File: config.mk
export PLATFORM = sky130hd
export DESIGN_NAME = seq_divider
export DESIGN_NICKNAME = d
export VERILOG_FILES = /design/src/rtl/seq_divider.sv
export SDC_FILE = /design/constraint.sdc
export NUM_CORES = 1
export LEC_CHECK = 0
export ABC_AREA = 1
export ABC_CLOCK_PERIOD_IN_PS = 3200
export CORE_MARGIN = 3
export CORE_UTILIZATION = 53
export CTS_BUF_LIST = sky130_fd_sc_hd__clkbuf_4
export DETAILED_ROUTE_END_ITERATION = 16
export GPL_TIMING_DRIVEN = 0
export PLACE_DENSITY = 0.77
export SLEW_MARGIN = 10
export SYNTH_ARGS = -nofsm -noshare
export SYNTH_HDL_FRONTEND = slang
export SYNTH_SLANG_ARGS = --single-unit
File: constraint.sdc
create_clock -name clk -period 3.2 [get_ports clk]
set_input_delay 0.32 -clock clk [delete_from_list [all_inputs] [get_ports clk]]
set_output_delay 0.32 -clock clk [all_outputs]
set_load 0.005 [all_outputs]
File: src/rtl/seq_divider.sv
// Multi-cycle restoring divider with 8086 DIV/IDIV semantics (8-bit and 16-bit forms).
// Define SEQ_DIVIDER_SIGNED_EN to build in IDIV support; otherwise every operation is unsigned.
module seq_divider (
  input  logic        clk,
  input  logic        reset_n,
  input  logic        start,
  input  logic        is_8_bit,
  input  logic        is_signed,
  input  logic [31:0] dividend,
  input  logic [15:0] divisor,
  output logic        busy,
  output logic        complete,
  output logic        error,
  output logic [15:0] quotient,
  output logic [15:0] remainder
);

  typedef enum logic [2:0] {
    ST_IDLE = 3'd0,
    ST_PREP = 3'd1,
    ST_DIV  = 3'd2,
    ST_FIX  = 3'd3,
    ST_DONE = 3'd4
  } state_t;

  state_t      state_r, state_nxt_s;
  logic [31:0] dvd_r;
  logic [15:0] dvs_r;
  logic        mode8_r;
  logic [15:0] dvs_mag_r;
  logic [15:0] rem_r;
  logic [15:0] quo_r;
  logic [4:0]  count_r;
  logic        busy_r, complete_r, error_r;
  logic [15:0] quotient_r, remainder_r;

  logic [31:0] dvd_mag_s;
  logic [15:0] dvs_mag_s;
  logic [15:0] hi_s, lo_s;
  logic        prep_err_s;
  logic [16:0] trial_s;
  logic        qbit_s;
  logic [15:0] rem_nxt_s;
  logic        range_err_s;
  logic [15:0] q_fix_s, r_fix_s;

`ifdef SEQ_DIVIDER_SIGNED_EN
  logic signed_r;
  logic dvd_neg_s, dvs_neg_s;

  function automatic logic [7:0] neg8(input logic [7:0] v);
    return ~v + 8'd1;
  endfunction

  function automatic logic [15:0] neg16(input logic [15:0] v);
    return ~v + 16'd1;
  endfunction

  function automatic logic [31:0] neg32(input logic [31:0] v);
    return ~v + 32'd1;
  endfunction

  // Operation mode flag latched alongside the operands
  always_ff @(posedge clk or negedge reset_n) begin
    if (!reset_n) begin
      signed_r <= 1'b0;
    end else if (state_r == ST_IDLE && start) begin
      signed_r <= is_signed;
    end else begin
      signed_r <= signed_r;
    end
  end

  assign dvd_neg_s = signed_r & (mode8_r ? dvd_r[15] : dvd_r[31]);
  assign dvs_neg_s = signed_r & (mode8_r ? dvs_r[7]  : dvs_r[15]);
`else
  logic unused_is_signed_s;
  assign unused_is_signed_s = is_signed;
`endif

  // Operand magnitudes and the early divide-error check used in PREP
  always_comb begin
    dvd_mag_s = 32'h0000_0000;
    dvs_mag_s = 16'h0000;
`ifdef SEQ_DIVIDER_SIGNED_EN
    if (mode8_r) begin
      dvd_mag_s = {16'h0000, (dvd_neg_s ? neg16(dvd_r[15:0]) : dvd_r[15:0])};
      dvs_mag_s = {8'h00, (dvs_neg_s ? neg8(dvs_r[7:0]) : dvs_r[7:0])};
    end else begin
      dvd_mag_s = dvd_neg_s ? neg32(dvd_r) : dvd_r;
      dvs_mag_s = dvs_neg_s ? neg16(dvs_r) : dvs_r;
    end
`else
    if (mode8_r) begin
      dvd_mag_s = {16'h0000, dvd_r[15:0]};
      dvs_mag_s = {8'h00, dvs_r[7:0]};
    end else begin
      dvd_mag_s = dvd_r;
      dvs_mag_s = dvs_r;
    end
`endif
  end

  // 8-bit operands are left-aligned so the shift always pulls from quo_r[15]
  assign hi_s       = mode8_r ? {8'h00, dvd_mag_s[15:8]} : dvd_mag_s[31:16];
  assign lo_s       = mode8_r ? {dvd_mag_s[7:0], 8'h00}  : dvd_mag_s[15:0];
  assign prep_err_s = (dvs_mag_s == 16'h0000) || (hi_s >= dvs_mag_s);

  assign trial_s   = {rem_r, quo_r[15]};
  assign qbit_s    = (trial_s >= {1'b0, dvs_mag_r});
  assign rem_nxt_s = qbit_s ? (trial_s[15:0] - dvs_mag_r) : trial_s[15:0];

  // Sign application and IDIV range check applied in FIX
  always_comb begin
    range_err_s = 1'b0;
    q_fix_s     = mode8_r ? {8'h00, quo_r[7:0]} : quo_r;
    r_fix_s     = mode8_r ? {8'h00, rem_r[7:0]} : rem_r;
`ifdef SEQ_DIVIDER_SIGNED_EN
    if (signed_r) begin
      range_err_s = mode8_r ? (quo_r[7:0] > 8'h7F) : (quo_r > 16'h7FFF);
    end else begin
      range_err_s = 1'b0;
    end
    if (dvd_neg_s ^ dvs_neg_s) begin
      q_fix_s = mode8_r ? {8'h00, neg8(quo_r[7:0])} : neg16(quo_r);
    end else begin
      q_fix_s = mode8_r ? {8'h00, quo_r[7:0]} : quo_r;
    end
    if (dvd_neg_s) begin
      r_fix_s = mode8_r ? {8'h00, neg8(rem_r[7:0])} : neg16(rem_r);
    end else begin
      r_fix_s = mode8_r ? {8'h00, rem_r[7:0]} : rem_r;
    end
`endif
  end

  // State register
  always_ff @(posedge clk or negedge reset_n) begin
    if (!reset_n) begin
      state_r <= ST_IDLE;
    end else begin
      state_r <= state_nxt_s;
    end
  end

  // Next-state logic
  always_comb begin
    state_nxt_s = state_r;
    case (state_r)
      ST_IDLE: begin
        if (start) state_nxt_s = ST_PREP;
        else       state_nxt_s = ST_IDLE;
      end
      ST_PREP: begin
        if (prep_err_s) state_nxt_s = ST_DONE;
        else            state_nxt_s = ST_DIV;
      end
      ST_DIV: begin
        if (count_r == 5'd1) state_nxt_s = ST_FIX;
        else                 state_nxt_s = ST_DIV;
      end
      ST_FIX:  state_nxt_s = ST_DONE;
      ST_DONE: state_nxt_s = ST_IDLE;
      default: state_nxt_s = ST_IDLE;
    endcase
  end

  // Datapath and registered outputs
  always_ff @(posedge clk or negedge reset_n) begin
    if (!reset_n) begin
      dvd_r       <= 32'h0000_0000;
      dvs_r       <= 16'h0000;
      mode8_r     <= 1'b0;
      dvs_mag_r   <= 16'h0000;
      rem_r       <= 16'h0000;
      quo_r       <= 16'h0000;
      count_r     <= 5'd0;
      busy_r      <= 1'b0;
      complete_r  <= 1'b0;
      error_r     <= 1'b0;
      quotient_r  <= 16'h0000;
      remainder_r <= 16'h0000;
    end else begin
      complete_r <= 1'b0;
      case (state_r)
        ST_IDLE: begin
          if (start) begin
            dvd_r       <= dividend;
            dvs_r       <= divisor;
            mode8_r     <= is_8_bit;
            busy_r      <= 1'b1;
            error_r     <= 1'b0;
            quotient_r  <= 16'h0000;
            remainder_r <= 16'h0000;
          end
        end
        ST_PREP: begin
          if (prep_err_s) begin
            error_r    <= 1'b1;
            complete_r <= 1'b1;
          end else begin
            rem_r     <= hi_s;
            quo_r     <= lo_s;
            dvs_mag_r <= dvs_mag_s;
            count_r   <= mode8_r ? 5'd8 : 5'd16;
          end
        end
        ST_DIV: begin
          rem_r   <= rem_nxt_s;
          quo_r   <= {quo_r[14:0], qbit_s};
          count_r <= count_r - 5'd1;
        end
        ST_FIX: begin
          complete_r <= 1'b1;
          if (range_err_s) begin
            error_r <= 1'b1;
          end else begin
            quotient_r  <= q_fix_s;
            remainder_r <= r_fix_s;
          end
        end
        ST_DONE: begin
          busy_r <= 1'b0;
        end
        default: begin
          busy_r <= 1'b0;
        end
      endcase
    end
  end

  assign busy      = busy_r;
  assign complete  = complete_r;
  assign error     = error_r;
  assign quotient  = quotient_r;
  assign remainder = remainder_r;

endmodule

==> results_dict.tcl <==
set metrics [dict create \
    status "complete, no violations" \
    critPathLaunchType "flop" \
    max_freq_mhz 345.1 \
    rows 43 \
    cts_buffers 17 \
    worst_setup_path_end_kind "flop" \
    synth_top_cell_area_share_pct 45.06 \
    cp_max_fo 14 \
    max_slew_margin_pct 57.71 \
    leakagePower_nw 4.768 \
    fin_util_pct 65.17 \
    drive_gt1_share_pct 7.180 \
    drt_iter0_markers 659 \
    nFillCells 1268 \
    syn-cell-area_um2 7775 \
    synth-main-ff-cell "dfrtp_1" \
    clkSinkCount 140 \
    arrival_ns 3.42 \
    via_per_inst 5.382 \
    cts.htree.levels 4 \
    slew_viol_final 0 \
    crit_chain "inv_4 > clkbuf_4 > nand2_1 > o21ai_1 > ha_1 > nand2_1 > inv_1 > nor2_1 > o21a_1 > nand2_1 > nand2_1 > nand3_1 > nor2_1 > nand2_4 > nand2_4 > buf_4 > nand2_1 > nand2_1" \
    grt_pass1_vias 6798 \
    r2r_start "mode8_r" \
    synth_fp_nets 1111 \
    clk_path_buf_depth 2 \
    worstSetupPathType "flop to flop" \
    hpwl_mm 16.85 \
    synth_area_per_cell_um2 7.600 \
    start_util_pct 55.16 \
    worst-path-buf-inv 4 \
    synthTopCellsByArea "dfrtp_1 (45%), nand2_1 (14%), nand3_1 (7.9%)" \
    ir_drop_mv 0.5040 \
    cts_tree "built" \
    synth_area_leader_cell "dfrtp_1" \
    hold_viol_final 0 \
    finalPower_mw 10.22 \
    ys_ff_latch 140 \
    crit_family "simple AND/OR/NAND/NOR gates" \
    power.density_nw_per_um2 1112 \
    die_height_um 127.1 \
    critical_path_required_ns 3.72 \
    antenna_found_initial 1 \
    synth_edf_count 0 \
    cpPeakStageDelay_ns 0.49 \
    area_delta_synth_final_pct 18.15 \
    yosys.cell_types.count 36 \
    route.final.wire_length_mm 21.68 \
    clock_skew_ns 0.01934 \
    coreArea_um2 14100 \
    worst_path_most_repeated_cell "nand2_1" \
    grt-ovfl-total 0 \
    ios 88 \
    path_clk_slew_ns 0.13 \
    grt_usage_pct 27.83 \
    fin_crit_ns 2.898 \
    ant_nets 0 \
    synth_most_common_cell "nand2_1" \
    grt_max_degree 82 \
    startpoint "mode8_r" \
    ys_warn_count 0 \
    synth_cells 1023 \
    drc 0 \
    finalCritPeriodShare_pct 90.55 \
    ys_seq_area_share_pct 45.06 \
    die_w_um 127.1 \
    cts-root-buf "clkbuf_4" \
    routabilityCongestion 0.9341 \
    holdCritPathClass "input port to async pin" \
    tightest_slew_ns 0.6343 \
    async_reset_ff_share_pct 100.0 \
    synth.top_cells.by_count "nand2_1 (282), inv_1 (141), dfrtp_1 (140)" \
    wl_per_cell_um 16.39 \
    cts_setup_buffers 0 \
    first_pass_iters 8 \
    grt_pass1_wl_mm 35.14 \
    dieArea_um2 16160 \
    max_cap_violations 0 \
    slowest_stage "dfrtp_2" \
    finalSetupViolCount 0 \
    vias 7121 \
    fin_nets 1217 \
    rsz0062_at_grt "false" \
    io_buffer_count 86 \
    clk_latency_ns 0.58 \
]
## layout make-up
| cell class | count | area, µm² | area share [%] |
|---|---|---|---|
| antenna | 1 | 2.502 | 0.02724 |
| buffer | 44 | 219.0 | 2.384 |
| clock buffer | 19 | 142.6 | 1.553 |
| clock inverter | 13 | 138.9 | 1.512 |
| inverter | 146 | 550.5 | 5.993 |
| multi-input combinational | 692 | 3503 | 38.14 |
| sequential | 140 | 3505 | 38.15 |
| tap | 180 | 225.2 | 2.452 |
| timing repair buffer | 88 | 899.6 | 9.793 |
## registers in the layout, indices dropped and copies added, names as in the netlist, 3 cells and up
register / flops
quotient: 16
quo_r: 16
count_r: 5
dvd_r: 32
dvs_mag_r: 16
remainder: 16
dvs_r: 16
state_r: 3
rem_r: 16
## power by group
group / total [mW] / switching [mW] / internal [mW]
logic: 6.12 / 3.90 / 2.22
registers: 2.93 / 0.449 / 2.48
clock network: 1.17 / 0.685 / 0.485
total: 10.2 / 5.03 / 5.19
## per-layer routing
layer | part of all wire, % | GRT usage [%]
met5 | 0 | 0
met4 | 3.2 | 10.66
met3 | 7.2 | 5.351
met2 | 45 | 42.22
met1 | 45 | 39.81
## placed cells by master (no fill, tap or decap), types with 4 or more instances in the layout
cell and instances:
clkdlybuf4s50_1 85, buf_4 7, buf_1 11, nor3_1 6, a21oi_1 49, inv_6 4
nor2_1 72, mux2_2 13, xnor2_1 4, dfrtp_1 139, inv_1 141, inv_2 4
o21ai_0 58, o221ai_1 8, o22ai_1 7, nand3_1 123, clkinv_2 4, clkbuf_1 16
nand4_1 7, buf_2 7, ha_1 34, nand2_1 282, clkbuf_4 20
## cell families (layout without fill, tap and decap cells)
kind of cell               count (synthesis)  after routing  synth area share, %
buffers and inverters                    191            310                9.881
and+or+nand+nor                          506            506                27.55
AOI/OAI and AO/OA                        132            132                9.221
muxes                                     13             13                1.883
adders and majority gates                 35             35                5.729
xor gates and xnor gates                   6              6               0.6759
other                                      0              1                    0
DFF                                      140            140                45.06
## what timing repair did
item / 4_1_cts / 5_1_grt
gates resized for setup: 0 / 4
endpoints found under the setup margin: 32 / 50
endpoints found under the hold margin: 59 / 0
gates cloned: 0 / 0
hold buffers: 1 / 0
pin swaps: 0 / 0
## metrics by stage
stage / hold slack [ns] / cells / instance area (µm²) / setup slack [ns] / TNS [ns]
after floorplan: 0.02441 / 1023 / 7775 / 0.7303 / 0
after global placement: 0.4681 / 1289 / 8861 / -3.832 / -535.02
after detailed placement: 0.3413 / 1290 / 8890 / -0.02449 / -0.05191
after CTS: 0.2710 / 1322 / 9178 / 0.1679 / 0
after global routing: 0.2640 / 1323 / 9186 / 0.03741 / 0
final: 0.2759 / 1323 / 9186 / 0.3024 / 0
## worst paths after layout
check / cells past startpoint / endpoint / slack, ns
hold / removal: 2 / quotient[12] / 0.28
max in group asynchronous: 3 / mode8_r / 2.14
min in group clk: 3 / dvd_r[0] / 0.29
hold reg to reg: 2 / dvs_mag_r[11] / 0.50
setup / recovery: 18 / rem_r[15] / 0.30
setup reg to reg: 18 / rem_r[15] / 0.30
No activity file was read; power rests on OpenSTA's default activity.
